--- config.mk ---
export PLATFORM = sky130hd
export DESIGN_NAME = decoder_onehot_seq
export DESIGN_NICKNAME = d
export VERILOG_FILES = /design/src/rtl/decoder_pkg.sv /design/src/rtl/decode_bin2onehot.sv /design/src/rtl/decoder_onehot_seq.sv
export SDC_FILE = /design/constraint.sdc
export NUM_CORES = 1
export LEC_CHECK = 0
export ABC_CLOCK_PERIOD_IN_PS = 4450
export CAP_MARGIN = 20
export CORE_UTILIZATION = 35
export CTS_CLUSTER_SIZE = 40
export DETAILED_ROUTE_END_ITERATION = 8
export DONT_BUFFER_PORTS = 1
export PLACE_DENSITY = 0.58
export SLEW_MARGIN = 10
export SYNTH_ARGS = -nofsm -noshare
export SYNTH_HDL_FRONTEND = slang
export SYNTH_HIERARCHICAL = 1
export SYNTH_SLANG_ARGS = --single-unit
export TNS_END_PERCENT = 20
--- constraint.sdc ---
create_clock -name clk -period 4.45 [get_ports clk]
set_clock_uncertainty 0.15 [all_clocks]
set_input_delay 0.89 -clock clk [delete_from_list [all_inputs] [get_ports clk]]
set_output_delay 0.89 -clock clk [all_outputs]
set_load 0.03 [all_outputs]
--- src/rtl/decoder_pkg.sv ---
// rtl/decoder_pkg.sv - shared command and control-state encodings for the one-hot sequencer
package decoder_pkg;

  typedef enum logic [1:0] {
    MODE_LOAD  = 2'b00,
    MODE_INC   = 2'b01,
    MODE_DEC   = 2'b10,
    MODE_CLEAR = 2'b11
  } mode_t;

  typedef enum logic {
    ST_EMPTY = 1'b0,
    ST_FULL  = 1'b1
  } state_t;

  localparam int IN_W_MIN = 1;
  localparam int IN_W_MAX = 6;

endpackage

--- src/rtl/decode_bin2onehot.sv ---
// rtl/decode_bin2onehot.sv - combinational binary index to one-hot decoder
module decode_bin2onehot #(
  parameter int IN_W = 2
) (
  input  logic [IN_W-1:0]      bin,
  output logic [2**IN_W-1:0]   onehot
);

  always_comb begin
    onehot      = '0;
    onehot[bin] = 1'b1;
  end

endmodule

--- src/rtl/decoder_onehot_seq.sv ---
// rtl/decoder_onehot_seq.sv - registered one-hot select with load/inc/dec/clear commands and a one-deep output stage
module decoder_onehot_seq
  import decoder_pkg::*;
#(
  parameter int IN_W = 2
) (
  input  logic                 clk,
  input  logic                 rst_n,
  input  logic                 in_valid,
  output logic                 in_ready,
  input  logic [1:0]           mode,
  input  logic [IN_W-1:0]      In,
  output logic                 out_valid,
  input  logic                 out_ready,
  output logic [2**IN_W-1:0]   Out,
  output logic [IN_W-1:0]      idx,
  output logic                 wrap
);

  localparam int OUT_W = 2**IN_W;

  mode_t             cmd;
  state_t            state;
  logic              accept;
  logic              out_zero;
  logic              nxt_zero;
  logic              nxt_wrap;
  logic [IN_W-1:0]   nxt_idx;
  logic [OUT_W-1:0]  nxt_onehot;
  logic [OUT_W-1:0]  nxt_out;

  assign cmd       = mode_t'(mode);
  assign out_valid = (state == ST_FULL);
  assign in_ready  = !out_valid || out_ready;
  assign accept    = in_valid && in_ready;
  assign out_zero  = (Out == '0);

  // Out/idx persist after consumption, so INC/DEC always step from the last result.
  always_comb begin
    nxt_idx  = idx;
    nxt_zero = 1'b0;
    nxt_wrap = 1'b0;
    case (cmd)
      MODE_LOAD: nxt_idx = In;
      MODE_INC: begin
        if (out_zero) begin
          nxt_idx = '0;
        end else begin
          nxt_idx  = idx + IN_W'(1);
          nxt_wrap = &idx;
        end
      end
      MODE_DEC: begin
        if (out_zero) begin
          nxt_idx = '0;
        end else begin
          nxt_idx  = idx - IN_W'(1);
          nxt_wrap = (idx == '0);
        end
      end
      MODE_CLEAR: begin
        nxt_idx  = '0;
        nxt_zero = 1'b1;
      end
      default: nxt_idx = idx;
    endcase
  end

  decode_bin2onehot #(.IN_W(IN_W)) u_dec (
    .bin    (nxt_idx),
    .onehot (nxt_onehot)
  );

  assign nxt_out = nxt_zero ? '0 : nxt_onehot;

  always_ff @(posedge clk or negedge rst_n) begin
    if (!rst_n) begin
      state <= ST_EMPTY;
      Out   <= '0;
      idx   <= '0;
      wrap  <= 1'b0;
    end else begin
      wrap <= accept && nxt_wrap;
      if (accept) begin
        Out <= nxt_out;
        idx <= nxt_idx;
      end
      case (state)
        ST_EMPTY: if (accept) state <= ST_FULL;
        ST_FULL:  if (out_ready && !accept) state <= ST_EMPTY;
        default:  state <= ST_EMPTY;
      endcase
    end
  end

endmodule

==> results of run 1 <==
-- synth_stat cells --
cell	instances
nor4b_1	1
ha_1	6
mux2_2	6
dfrtp_1	8
nand2_1	3
a22oi_1	1
inv_1	4
o31ai_2	1
o41ai_2	1
nor4_4	1
mux2i_1	1
and2_2	1
nor2_1	2
and2b_2	1
nor2b_1	5
nand2b_1	2
-- power by group through the flow --
| stage | Sequential (mW) | Clock [mW] | Combinational [mW] |
|---|---|---|---|
| after global placement | 0.138 | 0 | 0.0687 |
| after CTS | 0.136 | 0.0575 | 0.0715 |
| after global routing | 0.139 | 0.0613 | 0.0804 |
| after detailed placement | 0.138 | 0 | 0.0707 |
| final | 0.136 | 0.0534 | 0.0704 |
| after floorplan | 0.134 | 0 | 0.0607 |
-- stage by stage --
stage | hold slack, ns | util (%) | power (mW) | instances
CTS | 0.171 | 41.6 | 0.265 | 62
floorplan | 0.444 | - | 0.194 | 44
finish | 0.183 | 41.6 | 0.259 | 62
global placement | 0.445 | 39.9 | 0.207 | 59
detailed placement | 0.445 | 39.9 | 0.209 | 59
global route | 0.161 | 41.6 | 0.280 | 62
-- area by class of cell --
class | count | share of cell area [%]
Inverter | 4 | 2.71
Multi-Input combinational cell | 32 | 53.7
Tap cell | 15 | 3.39
Sequential cell | 8 | 36.1
Clock buffer | 3 | 4.06
-- critical path: stages, from the launching register on --
cell and delay (ns):
dfrtp_1 0.58, inv_1 0.09, ha_1 0.32, mux2i_1 0.14, o31ai_2 0.30, and2b_2 0.26
nor2b_1 0.12, mux2_2 0.25
-- sequential cells by signal, indices dropped and copies added, names as in the netlist --
name / cells
Out: 4
wrap: 1
idx: 2
out_valid: 1
-- metal layers --
metal	track usage [%]	share of wire, %	vias up
met1	11.7	42	150
li1	-	-	156
met2	20.2	52	7
met4	5.00	0	0
met5	0	0	-
met3	8.89	5.5	0
-- cell families after synthesis --
logic type               share of synthesized area, %
AND/OR/NAND/NOR                                  21.2
flip-flops                                       39.0
multiplexers                                     15.1
adder cells (fa/ha/maj)                          14.6
buffers and inverters                            2.93
AO/OA/AOI/OAI                                    7.07
-- worst max path at each step --
stage             end  slack, ns  startpoint
2_1_floorplan  Out[1]       2.10     mode[0]
3_3_place_gp   Out[2]       2.04     mode[0]
3_5_place_dp   Out[1]       2.00     mode[0]
6_report       Out[1]       2.13      idx[0]
4_1_cts        Out[1]       2.13      idx[0]
5_1_grt        Out[1]       1.98      idx[0]
-- cells in the final DEF, fill, tap and decap left out, drive strengths merged --
cell type	instances
nand2	3
o41ai	1
clkbuf	3
nor2	2
mux2	6
and2b	1
inv	4
nor4	1
nor4b	1
ha	6
a22oi	1
nor2b	5
o31ai	1
nand2b	2
mux2i	1
dfrtp	8
and2	1
==> summary.md, run 1 <==
| Metric | Value |
|---|---|
| Status | `finished, final reports clean` |
| Footprint of the multi-input gates | `298 um^2` |
| Antenna Violating Nets Remaining | `0` |
| Cells after Synth | `44` |
| Syn nets | `58` |
| DR vias | `313` |
| Synthesized flop and latch total | `8` |
| Shortest period the worst path allows | `2.32 ns` |
| LEAKAGE | `0.271 nW` |
| Gr usage total | `12.3%` |
| Max VDD drop | `180 uV` |
| Seq/Total Area, Yosys | `39.0%` |
| Vias in the first global route | `285` |
| Pins over their slew limit | `0` |
| Max-cap violations | `0` |
| Flop pwr share | `52.3%` |
| Clock Pin Slew Worst Setup and Hold Paths | `0.05 ns` |
| Ys Warns | `6` |
| Total gr overflow | `0` |
| Clock latency reported for the late side of the worst-skew pair | `0.25 ns` |
| Fillers | `134` |
| Final worst slack | `2.13 ns` |
| Pre-antenna DRT Iters | `2` |
| N_diodes | `0` |
| Clock power share | `20.6%` |
| Drt wl/cell | `12.9 um` |
| Nets | `63` |
| R2R cell count | `7` |
| Max Clock Freq | `0.430 GHz` |
| Chip width | `40.3 um` |
| Place WS | `2.00 ns` |
| CP Capture Type | `flop` |
| I/O Pins | `17` |
| Worst hold path class | `input port to async pin` |
| Clk buf depth | `2` |
| RePlAce Congestion | `0.730` |
| Setup crit start kind | `flop` |
| RSZ-0062 raised after global routing | `false` |
| Setup TNS | `0 ns` |
| Reported net switching power | `0.102 mW` |
| Sw Share | `39.5%` |
| CTS buffer count | `3` |
| Fin crit share | `52.2%` |
| Core area | `1330 um^2` |
| Worst EP required | `4.43 ns` |
| CTS tree | `done` |
| Layout cells sized above 1 | `29.8%` |
| Hold Buf Count CTS | `0` |
| Crit Path Class | `flop to flop` |
| Flop2flop setup slack | `2.13 ns` |
| # rows | `13` |
| Synth-to-layout area growth | `8.05%` |
| Post-CTS Setup Bufs | `0` |
| DRC errors left | `0` |
| CP Data Arrival Time | `2.30 ns` |
| Main area contributors after synthesis | `dfrtp_1 (39%), ha_1 (15%), mux2_2 (13%)` |
| Pin count of the biggest net entering global routing | `9` |
| CTS Root Cell | `clkbuf_4` |
| Die area | `1620 um^2` |
| Die Y | `40.3 um` |
| Routed WL | `799 um` |
| FF+latch area | `200 um^2` |
| Capture point of the worst reg-to-reg path | `Out[1]` |
| Port bufs | `0` |
| Synth Cell Area | `513 um^2` |
| Vias per inst | `5.05` |
| DRT iter0 DRCs | `4` |
| Initial core utilization | `38.5%` |
| Relative slew margins | `67.8%` |
| Post-cts resize count | `0` |
| Dpl cell area | `532 um^2` |
| Avg Inst Size Synth | `11.7 um^2` |
| CTS H-tree depth | `1` |
| Fin. Hold Viols | `0` |
| Design area | `554 um^2` |
| Setup violators final | `0` |
| Yosys top cell by area | `dfrtp_1` |
| Initial antenna violation count | `0` |
| Pint | `0.157 mW` |
| Logic gate share of total power | `27.1%` |
| Yosys top cell area share | `39.0%` |
| Library cells used by synthesis | `16` |
| PwrDens | `468 nW/um^2` |
| Max FO, Critical Path | `5` |
| Origin of the critical flop-to-flop path | `idx[0]` |
| Worst-Margin Slew | `0.478 ns` |
| First-pass GRT wire length | `1180 um` |
| Clock sink total | `8` |
Note: power is estimated with default switching activity, not from simulation.
==> run 2, diff against run 1 <==
--- a/config.mk
+++ b/config.mk
@@ -5,13 +5,13 @@
 export SDC_FILE = /design/constraint.sdc
 export NUM_CORES = 1
 export LEC_CHECK = 0
-export ABC_CLOCK_PERIOD_IN_PS = 4450
+export ABC_CLOCK_PERIOD_IN_PS = 1950
 export CAP_MARGIN = 20
 export CORE_UTILIZATION = 35
 export CTS_CLUSTER_SIZE = 40
 export DETAILED_ROUTE_END_ITERATION = 8
 export DONT_BUFFER_PORTS = 1
-export PLACE_DENSITY = 0.58
+export PLACE_DENSITY = 0.6
 export SLEW_MARGIN = 10
 export SYNTH_ARGS = -nofsm -noshare
 export SYNTH_HDL_FRONTEND = slang
==> constraint.sdc (replaced) <==
create_clock -name clk -period 1.95 [get_ports clk]
set_clock_uncertainty 0.15 [all_clocks]
set_input_delay 0.39 -clock clk [delete_from_list [all_inputs] [get_ports clk]]
set_output_delay 0.39 -clock clk [all_outputs]
set_load 0.03 [all_outputs]
==> run 2 against run 1 <==
- the flow now finishes with violations (negative setup slack)
- first-iteration DRC count fell by 25%
- worst hold slack got worse by 0.075 ns
- sequential power rose by 73%
- worst setup slack got worse by 2.1 ns
- clock power rose to 2.6 times the previous value
- maximum frequency rose by 18%
- via count rose by 19%
- final area rose by 21%
- core utilization rose by 8.6 points
- sequential share of layout area fell by 5.8 points
- register-to-register slack got worse by 2.1 ns
- wire length rose by 45%
==> summary.md, run 2 (synthesis gave the netlist of run 1 again) <==
| Metric | Value |
|---|---|
| Status | `finished, violations left` |
| Failing checks | `negative setup slack` |
| Max FO, Critical Path | `3` |
| I/O Pins | `17` |
| First-pass GRT wire length | `1560 um` |
| Max VDD drop | `464 uV` |
| Fin. Hold Viols | `0` |
| Flop pwr share | `32.6%` |
| Drt wl/cell | `15.7 um` |
| CTS tree | `done` |
| Core area | `1330 um^2` |
| Max stage delay on crit path | `0.40 ns` |
| Delay-heaviest family, CP | `flip-flops` |
| CTS Root Cell | `clkbuf_4` |
| Worst EP required | `1.95 ns` |
| Relative slew margins | `67.5%` |
| Synth-to-layout area growth | `30.5%` |
| Fin crit share | `101%` |
| Shortest period the worst path allows | `1.97 ns` |
| Pint | `0.443 mW` |
| Initial antenna violation count | `0` |
| PwrDens | `1080 nW/um^2` |
| Most frequent cells in the layout | `buf_4 (10), dfrtp_1 (6), mux2_2 (5), ha_1 (5), nor2b_1 (4)` |
| Die Y | `40.3 um` |
| Chip width | `40.3 um` |
| Worst hold path class | `input port to flop` |
| Max reg flops | `4` |
| Total gr overflow | `0` |
| Layout cells sized above 1 | `50.8%` |
| DR vias | `373` |
| Hold slack | `0.108 ns` |
| # rows | `13` |
| DRC errors left | `0` |
| Footprint of the multi-input gates | `322 um^2` |
| Setup violators final | `1` |
| Logic gate share of total power | `48.0%` |
| Largest reg by FF count | `Out` |
| CTS H-tree depth | `1` |
| Gr usage total | `16.7%` |
| Fillers | `130` |
| Port bufs | `0` |
| Pin count of the biggest net entering global routing | `9` |
| Commonest non-fill, non-tap cell in the layout | `buf_4` |
| Sw Share | `38.5%` |
| Clock sink total | `8` |
| RePlAce Congestion | `0.675` |
| Clock latency reported for the late side of the worst-skew pair | `0.26 ns` |
| Clk buf depth | `2` |
| Clock Pin Slew Worst Setup and Hold Paths | `0.06 ns` |
| Antenna Violating Nets Remaining | `0` |
| Pre-antenna DRT Iters | `3` |
| LEAKAGE | `0.330 nW` |
| Slowest-stage cell, CP | `dfrtp_2` |
| CP Capture Type | `flop` |
| Vias per inst | `5.04` |
| Reported net switching power | `0.278 mW` |
| FF+latch area | `203 um^2` |
| Vias in the first global route | `376` |
| RSZ-0062 raised after global routing | `true` |
| Routed WL | `1160 um` |
| CTS buffer count | `3` |
| Top Registers | `Out: 4 flops, idx: 2 flops` |
| Pins over their slew limit | `0` |
| Clock power share | `19.3%` |
| DP HPWL | `825 um` |
| Dpl cell area | `602 um^2` |
| Crit Path Class | `flop to flop` |
| Design area | `669 um^2` |
| DRT iter0 DRCs | `3` |
| Die area | `1620 um^2` |
| Initial core utilization | `38.5%` |
| N_diodes | `0` |
| CP Data Arrival Time | `1.97 ns` |
| Nets | `74` |
| Crit path cell chain | `inv_2 -> ha_4 -> mux2i_1 -> o31ai_2 -> and2b_2 -> nor2b_4 -> mux2_4` |
| Max-cap violations | `0` |
| CP bufs+invs | `1` |
| Max Clock Freq | `0.507 GHz` |
| Final worst slack | `-0.0226 ns` |
| Worst-Margin Slew | `0.482 ns` |
| Final Power | `0.721 mW` |
| Setup crit start kind | `flop` |
## run 2: cell types whose count changed in the layout (fill, tap and decap cells not counted), sizes merged
cell         previous run  this run
dlygate4sd3             0         1
buf                     0        10
clkbuf                  3         4
## run 2: path summary, 6_finish.rpt
path	startpoint	endpoint	slack, ns	cells after the start
worst max-delay path	idx[1]	Out[1]	-0.02	7
worst min-delay path	in_valid	out_valid	0.11	1
worst max register to register	idx[1]	Out[1]	-0.02	7
worst min register to register	out_valid	out_valid	0.55	3
max in group asynchronous	rst_n	idx[1]	1.02	1
min in group asynchronous	rst_n	wrap	0.34	1
## run 2: cell type report
type / instances / area share [%]
Clock buffer: 4 / 3.93
Inverter: 4 / 2.24
Multi-Input combinational cell: 32 / 48.0
Sequential cell: 8 / 30.3
Tap cell: 15 / 2.80
Timing Repair Buffer: 11 / 12.7
## run 2: repair_timing
action | in CTS | in global routing
endpoints found under the hold margin | 8 | 0
endpoints found under the setup margin | 3 | 4
setup buffers | 1 | 0
hold buffers | 1 | 0
pin swaps | 2 | 1
resized for setup | 5 | 0
## run 2: routing by layer
layer / GRT usage [%] / wire, um / vias up
met1: 15.3 / 486 / 183
met4: 7.50 / 0 / 0
li1: - / - / 181
met3: 10.0 / 62 / 0
met2: 29.4 / 611 / 9
met5: 0 / 0 / -
## run 2: stage by stage
step           TNS (ns)  setup WS (ns)  std cells  utilization, %
2_1_floorplan    -0.124         -0.124         44               -
3_3_place_gp    -0.0153        -0.0153         68            45.1
3_5_place_dp     -0.196        -0.0975         68            45.1
4_1_cts          -0.190        -0.0958         74            50.2
5_1_grt          -0.254        -0.0781         74            50.2
6_report        -0.0226        -0.0226         74            50.2
## run 2: worst register-to-register path, stage by stage, from the launching register on
cell and delay, ns:
dfrtp_2 0.40, inv_2 0.07, ha_4 0.20, mux2i_1 0.13, o31ai_2 0.27, and2b_2 0.26
nor2b_4 0.12, mux2_4 0.27
## run 2: power by group through the flow
| stage | Clock [mW] | Sequential (mW) | Combinational (mW) |
|---|---|---|---|
| global route | 0.155 | 0.237 | 0.373 |
| detailed placement | 0 | 0.234 | 0.310 |
| floorplan | 0 | 0.308 | 0.138 |
| finish | 0.139 | 0.235 | 0.346 |
| CTS | 0.142 | 0.234 | 0.350 |
| global placement | 0 | 0.232 | 0.297 |
==> run 3, diff against run 2 <==
--- a/config.mk
+++ b/config.mk
@@ -5,7 +5,6 @@
 export SDC_FILE = /design/constraint.sdc
 export NUM_CORES = 1
 export LEC_CHECK = 0
-export ABC_CLOCK_PERIOD_IN_PS = 1950
 export CAP_MARGIN = 20
 export CORE_UTILIZATION = 35
 export CTS_CLUSTER_SIZE = 40
==> results of run 3 <==
Final layout, timing and power as in run 2 (identical DEF).
